==> config.mk <==
export PLATFORM = sky130hd
export DESIGN_NAME = fetch_unit_prefetch
export DESIGN_NICKNAME = d
export VERILOG_FILES = /design/src/rtl/fetch_unit_prefetch.sv
export SDC_FILE = /design/constraint.sdc
export NUM_CORES = 1
export LEC_CHECK = 0
export CAP_MARGIN = 0
export CORE_UTILIZATION = 57
export CTS_CLUSTER_DIAMETER = 50
export CTS_CLUSTER_SIZE = 12
export DETAILED_ROUTE_END_ITERATION = 12
export PLACE_DENSITY = 0.8
export REMOVE_ABC_BUFFERS = 1
export SETUP_SLACK_MARGIN = 0.02
export SLEW_MARGIN = 15
export SYNTH_ARGS = -nofsm -noshare
export SYNTH_HDL_FRONTEND = slang
export SYNTH_SLANG_ARGS = --single-unit
==> constraint.sdc <==
create_clock -name clk -period 7.4 [get_ports clk]
set_input_delay 1.48 -clock clk [delete_from_list [all_inputs] [get_ports clk]]
set_output_delay 1.48 -clock clk [all_outputs]
set_load 0.01 [all_outputs]
==> src/rtl/fetch_unit_prefetch.sv <==
// Instruction fetch front end: IMEM request/response port,
// prefetch buffer, bounded in-flight requests and redirect flush.
module fetch_unit_prefetch #(
  parameter int XLEN = 64,
  parameter int ILEN = 32,
  parameter int DEPTH = 4,
  parameter int MAX_OUTSTANDING = 2,
  parameter logic [XLEN-1:0] RESET_PC = '0
) (
  input  logic                     clk,
  input  logic                     rst,
  output logic                     imem_req_valid,
  input  logic                     imem_req_ready,
  output logic [XLEN-1:0]          imem_req_addr,
  input  logic                     imem_rsp_valid,
  input  logic [ILEN-1:0]          imem_rsp_data,
  input  logic                     redirect_valid,
  input  logic [XLEN-1:0]          redirect_pc,
  output logic                     if_valid,
  input  logic                     if_ready,
  output logic [ILEN-1:0]          if_instr,
  output logic [XLEN-1:0]          if_pc,
  output logic [$clog2(DEPTH):0]   buf_count
);

  localparam int AW = $clog2(DEPTH);
  localparam int CW = AW + 1;
  localparam int OW = $clog2(MAX_OUTSTANDING) + 1;
  localparam int PW = (MAX_OUTSTANDING > 1) ?
                      $clog2(MAX_OUTSTANDING) : 1;
  localparam int SW = CW + OW;

  logic [XLEN-1:0] fetch_pc_q, fetch_pc_d;
  logic [AW-1:0]   rd_ptr_q, rd_ptr_d;
  logic [AW-1:0]   wr_ptr_q, wr_ptr_d;
  logic [CW-1:0]   count_q, count_d;
  logic [PW-1:0]   pf_rd_q, pf_rd_d;
  logic [PW-1:0]   pf_wr_q, pf_wr_d;
  logic [OW-1:0]   outstanding_q, outstanding_d;
  logic [OW-1:0]   discard_q, discard_d;
  logic [XLEN-1:0] last_pc_q, last_pc_d;
  logic [ILEN-1:0] last_instr_q, last_instr_d;

  logic [XLEN-1:0] buf_pc_q    [DEPTH];
  logic [ILEN-1:0] buf_instr_q [DEPTH];
  logic [XLEN-1:0] pend_pc_q   [MAX_OUTSTANDING];

  logic            req_fire;
  logic            rsp_fire;
  logic            push;
  logic            pop;
  logic            not_empty;
  logic [SW-1:0]   reserved;
  logic [XLEN-1:0] rsp_pc;
  logic [XLEN-1:0] head_pc;
  logic [ILEN-1:0] head_instr;

  function automatic logic [PW-1:0] pf_inc(
    input logic [PW-1:0] p
  );
    return (p == PW'(MAX_OUTSTANDING - 1)) ?
           '0 : p + PW'(1);
  endfunction

  // Handshake decode and request gating
  always_comb begin
    not_empty  = (count_q != '0);
    head_pc    = buf_pc_q[rd_ptr_q];
    head_instr = buf_instr_q[rd_ptr_q];
    rsp_pc     = pend_pc_q[pf_rd_q];
    // slots already promised to kept in-flight responses
    reserved   = SW'(count_q) + SW'(outstanding_q)
               - SW'(discard_q);
    imem_req_valid = !rst && !redirect_valid &&
                     (outstanding_q < OW'(MAX_OUTSTANDING)) &&
                     (reserved < SW'(DEPTH));
    imem_req_addr  = rst ? RESET_PC : fetch_pc_q;
    req_fire = imem_req_valid && imem_req_ready;
    // a response with nothing in flight is ignored
    rsp_fire = imem_rsp_valid && (outstanding_q != '0);
    push = rsp_fire && (discard_q == '0) &&
           !redirect_valid && (count_q != CW'(DEPTH));
    pop  = not_empty && if_ready && !redirect_valid;
  end

  // Next-state computation
  always_comb begin
    fetch_pc_d    = fetch_pc_q;
    rd_ptr_d      = rd_ptr_q;
    wr_ptr_d      = wr_ptr_q;
    count_d       = count_q;
    pf_rd_d       = pf_rd_q;
    pf_wr_d       = pf_wr_q;
    outstanding_d = outstanding_q;
    discard_d     = discard_q;
    last_pc_d     = last_pc_q;
    last_instr_d  = last_instr_q;

    if (req_fire) begin
      fetch_pc_d = fetch_pc_q + XLEN'(4);
      pf_wr_d    = pf_inc(pf_wr_q);
    end
    if (rsp_fire) begin
      pf_rd_d = pf_inc(pf_rd_q);
    end
    outstanding_d = outstanding_q + OW'(req_fire)
                  - OW'(rsp_fire);

    if (not_empty) begin
      last_pc_d    = head_pc;
      last_instr_d = head_instr;
    end

    if (redirect_valid) begin
      fetch_pc_d = redirect_pc & ~XLEN'(3);
      rd_ptr_d   = wr_ptr_q;
      count_d    = '0;
      // everything still in flight after this cycle is stale
      discard_d  = outstanding_q - OW'(rsp_fire);
    end else begin
      if (push) wr_ptr_d = wr_ptr_q + AW'(1);
      if (pop)  rd_ptr_d = rd_ptr_q + AW'(1);
      count_d = count_q + CW'(push) - CW'(pop);
      if (rsp_fire && (discard_q != '0))
        discard_d = discard_q - OW'(1);
    end
  end

  // Output drive; head value held while empty
  always_comb begin
    if_valid  = not_empty;
    if_pc     = not_empty ? head_pc : last_pc_q;
    if_instr  = not_empty ? head_instr : last_instr_q;
    buf_count = count_q;
  end

  // Control state registers
  always_ff @(posedge clk) begin
    if (rst) begin
      fetch_pc_q    <= RESET_PC;
      rd_ptr_q      <= '0;
      wr_ptr_q      <= '0;
      count_q       <= '0;
      pf_rd_q       <= '0;
      pf_wr_q       <= '0;
      outstanding_q <= '0;
      discard_q     <= '0;
      last_pc_q     <= '0;
      last_instr_q  <= '0;
    end else begin
      fetch_pc_q    <= fetch_pc_d;
      rd_ptr_q      <= rd_ptr_d;
      wr_ptr_q      <= wr_ptr_d;
      count_q       <= count_d;
      pf_rd_q       <= pf_rd_d;
      pf_wr_q       <= pf_wr_d;
      outstanding_q <= outstanding_d;
      discard_q     <= discard_d;
      last_pc_q     <= last_pc_d;
      last_instr_q  <= last_instr_d;
    end
  end

  // Buffer and pending-PC storage, no reset needed
  always_ff @(posedge clk) begin
    if (push) begin
      buf_pc_q[wr_ptr_q]    <= rsp_pc;
      buf_instr_q[wr_ptr_q] <= imem_rsp_data;
    end
    if (req_fire) begin
      pend_pc_q[pf_wr_q] <= fetch_pc_q;
    end
  end

endmodule

==> results of run 1 <==
cells in the final DEF, fill, tap and decap left out, drive strengths merged, types with 31 or more instances in the layout:
cell / instances
edfxtp: 500
nand2: 354
clkdlybuf4s50: 260
dfxtp: 174
clkbuf: 114
and2: 106
mux4: 94
mux2: 69
nor2: 66
nor2b: 54
a21oi: 41
inv: 31
registers in the layout, summed over array words and instances (netlist names), named ones only:
signal         flops
pf_wr_q            1
pend_pc_q        124
buf_pc_q         248
outstanding_q      2
rd_ptr_q           2
fetch_pc_q        62
last_instr_q      32
last_pc_q         64
discard_q          2
buf_count          3
wr_ptr_q           2
buf_instr_q      128
pf_rd_q            1
synth_stat cells, drive strengths merged, types with 5 or more instances:
cell type  count  area share (%)
clkbuf        81             1.1
xor2          12            0.39
mux2          69             2.9
buf           21            0.33
ha            15            0.70
o2111ai        5            0.16
or4           10            0.28
and3          10            0.23
o21ai         17            0.32
nand2        354             5.0
a22oi          5            0.14
o311ai         6            0.20
edfxtp       500              56
nor2b         54             1.3
nand4         18            0.42
and2         106             2.5
a21oi         41            0.78
a211oi        21            0.63
inv           30            0.42
o211ai         8            0.22
nor2          66            0.93
and4           5            0.16
nor3          22            0.45
nand3         21            0.41
or3            7            0.16
dfxtp        174              13
xnor2         27            0.88
a31oi         11            0.26
nor4          18            0.44
mux4          94             7.9
power by group:
group	switching [mW]	total (mW)	internal [mW]	leakage (nW)
combinational	0.586	1.08	0.495	3.88
clock	1.36	3.22	1.86	0.986
sequential	0.115	4.47	4.36	5.95
total	2.06	8.77	6.71	10.8
final timing paths:
| check | startpoint | end | slack [ns] | cells past startpoint |
|---|---|---|---|---|
| max reg2reg | buf_count[1]$_SDFF_PP0_ | pend_pc_q[0][31]$_DFFE_PP_ | 2.72 | 11 |
| min | last_pc_q[1]$_SDFF_PP0_ | last_pc_q[1]$_SDFF_PP0_ | 0.48 | 1 |
| min reg2reg | last_pc_q[1]$_SDFF_PP0_ | last_pc_q[1]$_SDFF_PP0_ | 0.48 | 1 |
| max | buf_count[1]$_SDFF_PP0_ | imem_req_valid | 2.10 | 8 |
routing by layer:
| layer | wire, um | part of all wire, % | global-route usage, % | vias to the layer above |
|---|---|---|---|---|
| met5 | 0 | 0 | 0 | - |
| met3 | 4761 | 7.6 | 4.412 | 102 |
| li1 | - | - | - | 7370 |
| met4 | 1535 | 2.4 | 9.144 | 0 |
| met2 | 30730 | 49 | 43.09 | 676 |
| met1 | 25890 | 41 | 37.06 | 8240 |
metrics by stage:
| stage | hold WS, ns | utilization [%] |
|---|---|---|
| floorplan | 0.4256 | - |
| global placement | 0.4590 | 64.58 |
| detailed placement | 0.4675 | 64.58 |
| CTS | 0.4819 | 68.99 |
| global route | 0.4913 | 68.99 |
| finish | 0.4761 | 69.00 |
final cells by class:
| cell class | count | area, um^2 |
|---|---|---|
| clock buffer | 114 | 1948 |
| clock inverter | 9 | 101.3 |
| multi-input combinational | 1061 | 7784 |
| timing repair buffer | 288 | 2835 |
| fill | 3184 | 14400 |
| sequential | 674 | 18510 |
| tap | 607 | 759.5 |
| antenna | 2 | 5.005 |
| inverter | 30 | 116.4 |
logic make-up (layout without fill, tap and decap cells):
| group | count (synthesis) | after routing | synth area share [%] |
|---|---|---|---|
| and+or+nand+nor | 699 | 699 | 12.44 |
| DFF | 674 | 674 | 69.13 |
| muxes | 166 | 166 | 10.93 |
| AOI/OAI and AO/OA | 138 | 138 | 3.474 |
| buffers and inverters | 132 | 441 | 1.889 |
| xor gates and xnor gates | 39 | 39 | 1.276 |
| adders and majority gates | 17 | 17 | 0.8510 |
| other | 1 | 4 | 0.01401 |
==> results.py, run 1 <==
metrics = {
    "power": {
        "p_leak_nw": 10.82,
        "power_mw": 8.770,
        "power_density_nw_per_um2": 273.6,
        "max-vdd-ir-drop_mv": 0.1883,
    },
    "cts": {
        "cts_sinks": 674,
        "cts_tree": "yes",
        "cts-buffers-inserted": 68,
        "cts-root-buf": "clkbuf_16",
        "post-cts-setup-buffer-count": 0,
        "clk_pin_slew_ns": 0.06,
        "post_cts_resized": 0,
        "clk_path_buf_depth": 3,
        "clk_latency_ns": 0.59,
        "holdBufCountCts": 0,
        "h-tree-depth": 3,
    },
    "logic_synthesis": {
        "ys_ff_latch": 674,
        "synth.avg_cell_area_um2": 14.34,
        "yosysSeqAreaShare_pct": 69.13,
        "synth_cell_types": 63,
        "netlist_area_um2": 26760,
        "synth_edf_count": 500,
        "ys.warnings.count": 0,
        "synth-main-ff-cell": "edfxtp_1",
        "syn_inst": 1866,
        "async_flop_share_pct": 0,
    },
    "critical_path": {
        "max_stage_delay_ns": 0.63,
        "crit_path_end_kind": "output port",
        "critical-path-top-delay-family": "simple AND/OR/NAND/NOR gates",
        "crit_buf_inv": 3,
        "crit_top_cell": "inv_1",
        "worstSetupPathType": "flip-flop to output port",
        "worstPathMaxFanout": 7,
        "crit_required_ns": 5.92,
        "critPathArrivalTime_ns": 3.82,
        "crit_slowest_cell": "or4_1",
        "cp-start-kind": "flip-flop",
        "path_cells": "inv_1 -> fa_1 -> inv_1 -> ha_1 -> and3b_1 -> or4_1 -> a211oi_1 -> clkdlybuf4s50_1",
    },
    "grt": {
        "grtUsageTotal_pct": 26.71,
        "grt_antenna_before_repair": 0,
        "grt-ovfl-total": 0,
        "grt_pass1_wl_mm": 95.00,
        "first_global_vias": 16104,
        "grt_max_degree": 102,
    },
    "timing": {
        "fmax_ghz": 0.1885,
        "timing_hold_violations_final": 0,
        "min_period_ns": 5.304,
        "slew_headroom_pct": 24.76,
        "timing.setup.tns_ns": 0,
        "setup_ws_ns": 2.096,
        "rsz0062_at_grt": "no",
        "finalClockSkew_ns": 0.02256,
        "finalSetupViolations": 0,
        "worst_pin_slew_ns": 1.129,
        "post-route-period-util_pct": 71.68,
        "final_max_slew_viol_count": 0,
    },
    "floorplan": {
        "die_x_um": 218.7,
        "start_util_pct": 57.60,
        "row_count": 79,
        "die_h_um": 218.7,
        "coreArea_um2": 46460,
        "boundaryPins": 267,
        "dieArea_um2": 47820,
    },
    "placed_design": {
        "dp.cells": 2660,
        "hpwl_mm": 38.08,
        "dp_worst_setup_slack_ns": 2.400,
        "io_buffers": 262,
        "placed_cell_area_um2": 30000,
        "gp_routability_congestion": 0.8732,
    },
    "run_status": {
        "status": "completed",
    },
    "finish": {
        "drive_above_1_share_pct": 13.51,
        "area_growth_syn_to_layout_pct": 19.79,
        "fin_area_um2": 32060,
        "fin_cells": 2785,
        "fin_nets": 2242,
    },
    "routing": {
        "wire_per_inst_um": 22.59,
        "ant_nets": 0,
        "drt_iter0_drc": 1567,
        "vias": 16388,
        "drc": 0,
        "wl_mm": 62.91,
        "avgViaCountPerCell": 5.884,
        "dr.pass1.iters": 7,
    },
    "run": {
        "maxCapViolCount": 0,
    },
    "worst_hold_path": {
        "hold_class": "flip-flop to flip-flop",
    },
}
Power figures use the tool's default switching activity.
==> run 2, diff against run 1 <==
--- a/config.mk
+++ b/config.mk
@@ -6,11 +6,11 @@
 export NUM_CORES = 1
 export LEC_CHECK = 0
 export CAP_MARGIN = 0
-export CORE_UTILIZATION = 57
+export CORE_UTILIZATION = 51
 export CTS_CLUSTER_DIAMETER = 50
 export CTS_CLUSTER_SIZE = 12
 export DETAILED_ROUTE_END_ITERATION = 12
-export PLACE_DENSITY = 0.8
+export PLACE_DENSITY = 0.75
 export REMOVE_ABC_BUFFERS = 1
 export SETUP_SLACK_MARGIN = 0.02
 export SLEW_MARGIN = 15
==> constraint.sdc (replaced) <==
create_clock -name clk -period 4.8 [get_ports clk]
set_input_delay 0.96 -clock clk [delete_from_list [all_inputs] [get_ports clk]]
set_output_delay 0.96 -clock clk [all_outputs]
set_load 0.01 [all_outputs]
==> run 2 against run 1 <==
Against the previous run:
- sequential share of layout area fell by 0.57 points
- non-clock buffer count rose by 7
- critical path depth did not move
- die area rose by 12%
- hold slack got worse by 0.0041 ns
- sequential cell count did not move
- clock power rose by 57%
- largest power group unchanged
==> results.py, run 2 (synthesis results as in run 1) <==
metrics = {
    "critical_path": {
        "path_cells": "inv_1 -> fa_1 -> inv_1 -> ha_1 -> and3b_1 -> or4_1 -> a211oi_2 -> clkdlybuf4s50_1",
        "crit_path_end_kind": "output port",
        "crit_required_ns": 3.84,
        "worstPathMaxFanout": 7,
        "max_stage_delay_ns": 0.65,
        "crit_top_cell": "inv_1",
        "critPathArrivalTime_ns": 3.68,
        "critical-path-top-delay-family": "simple AND/OR/NAND/NOR gates",
        "crit_slowest_cell": "or4_1",
        "cp-start-kind": "flip-flop",
        "crit_buf_inv": 3,
        "worstSetupPathType": "flip-flop to output port",
    },
    "finish": {
        "fin_area_um2": 32380,
        "largest-register": "buf_pc_q",
        "largest_register_ffs": 248,
        "fin_nets": 2249,
        "area_growth_syn_to_layout_pct": 21.01,
        "top_regs": "buf_pc_q: 248 flops, buf_instr_q: 128 flops, pend_pc_q: 124 flops",
        "fin_cells": 2864,
        "drive_above_1_share_pct": 13.93,
        "final_cell_mix": "edfxtp_1, nand2_1, clkdlybuf4s50_1",
        "final_common_cell": "edfxtp_1",
    },
    "power": {
        "max-vdd-ir-drop_mv": 0.2579,
        "power_mw": 13.62,
        "p_leak_nw": 10.91,
        "power_density_nw_per_um2": 420.6,
    },
    "cts": {
        "h-tree-depth": 3,
        "cts_tree": "yes",
        "cts-root-buf": "clkbuf_16",
        "clk_path_buf_depth": 3,
        "clk_pin_slew_ns": 0.06,
        "clk_latency_ns": 0.61,
        "cts_sinks": 674,
        "cts-buffers-inserted": 68,
        "holdBufCountCts": 0,
    },
    "floorplan": {
        "die_h_um": 231.1,
        "boundaryPins": 267,
        "coreArea_um2": 51610,
        "start_util_pct": 51.85,
        "dieArea_um2": 53390,
        "row_count": 83,
        "die_x_um": 231.1,
    },
    "routing": {
        "dr.pass1.iters": 6,
        "avgViaCountPerCell": 5.675,
        "wire_per_inst_um": 22.29,
        "ant_nets": 0,
        "drt_iter0_drc": 1435,
        "vias": 16253,
        "drc": 0,
        "wl_mm": 63.84,
    },
    "timing": {
        "min_period_ns": 4.639,
        "timing.setup.tns_ns": 0,
        "worst_pin_slew_ns": 1.047,
        "final_max_slew_viol_count": 0,
        "setup_ws_ns": 0.1611,
        "timing_hold_violations_final": 0,
        "post-route-period-util_pct": 96.64,
        "fmax_ghz": 0.2156,
        "slew_headroom_pct": 30.19,
        "rsz0062_at_grt": "no",
        "finalSetupViolations": 0,
        "finalClockSkew_ns": 0.02999,
    },
    "placed_design": {
        "hpwl_mm": 39.66,
        "gp_routability_congestion": 0.8379,
        "dp_worst_setup_slack_ns": 0.6443,
        "placed_cell_area_um2": 30280,
        "io_buffers": 262,
        "dp.cells": 2740,
    },
    "run": {
        "maxCapViolCount": 0,
    },
    "grt": {
        "grt_antenna_before_repair": 0,
        "first_global_vias": 16240,
        "grt_pass1_wl_mm": 96.55,
        "grtUsageTotal_pct": 24.23,
        "grt-ovfl-total": 0,
        "grt_max_degree": 94,
    },
    "worst_hold_path": {
        "hold_class": "flip-flop to flip-flop",
    },
    "run_status": {
        "status": "completed",
    },
}
-- run 2: worst paths after layout --
path / startpoint / cells after the start / slack, ns / end
max reg2reg: buf_count[1]$_SDFF_PP0_ / 10 / 0.87 / fetch_pc_q[47]$_SDFFE_PP0P_
min reg2reg: fetch_pc_q[42]$_SDFFE_PP0P_ / 0 / 0.47 / pend_pc_q[0][42]$_DFFE_PP_
min: fetch_pc_q[42]$_SDFFE_PP0P_ / 0 / 0.47 / pend_pc_q[0][42]$_DFFE_PP_
max: buf_count[1]$_SDFF_PP0_ / 8 / 0.16 / imem_req_valid
-- run 2: worst register-to-register path, cell delays in order (launching register included) --
cell and delay (ns):
dfxtp_2 0.40, inv_1 0.08, fa_1 0.45, inv_1 0.08
ha_1 0.25, or4b_1 0.47, or4_1 0.63, a2111o_1 0.72
nor4_2 0.30, mux2_1 0.34, a21oi_1 0.13
-- run 2: power by group --
| group | internal [mW] | switching (mW) | leakage (nW) | total, mW |
|---|---|---|---|---|
| combinational | 0.776 | 0.883 | 3.96 | 1.66 |
| sequential | 6.71 | 0.191 | 5.95 | 6.90 |
| clock | 2.94 | 2.12 | 0.999 | 5.06 |
| total | 10.4 | 3.19 | 10.9 | 13.6 |
-- run 2: timing repair --
action                                  in CTS  in global routing
endpoints found under the setup margin       1                  1
gates resized for setup                      1                  2
buffers inserted                             0                  0
-- run 2: final cells by class --
cell class / instances / area (um^2)
Sequential cell: 674 / 18510
Inverter: 30 / 116.4
Tap cell: 680 / 850.8
Fill cell: 3809 / 19230
Clock buffer: 116 / 1998
Multi-Input combinational cell: 1061 / 7789
Clock inverter: 7 / 91.34
Timing Repair Buffer: 295 / 3025
Antenna cell: 1 / 2.502
-- run 2: metrics by stage --
| stage | hold slack (ns) | utilization [%] |
|---|---|---|
| 3_5_place_dp | 0.4624 | 58.67 |
| 2_1_floorplan | 0.4256 | - |
| 5_1_grt | 0.4851 | 62.74 |
| 4_1_cts | 0.4753 | 62.73 |
| 6_report | 0.4720 | 62.74 |
| 3_3_place_gp | 0.4541 | 58.67 |
-- run 2: layer usage --
layer	global-route usage, %	up-vias	share of wire, %
li1	-	7406	-
met1	31.87	8099	41
met2	39.45	622	48
met3	4.946	126	7.6
met4	9.975	0	3.4
met5	0	-	0
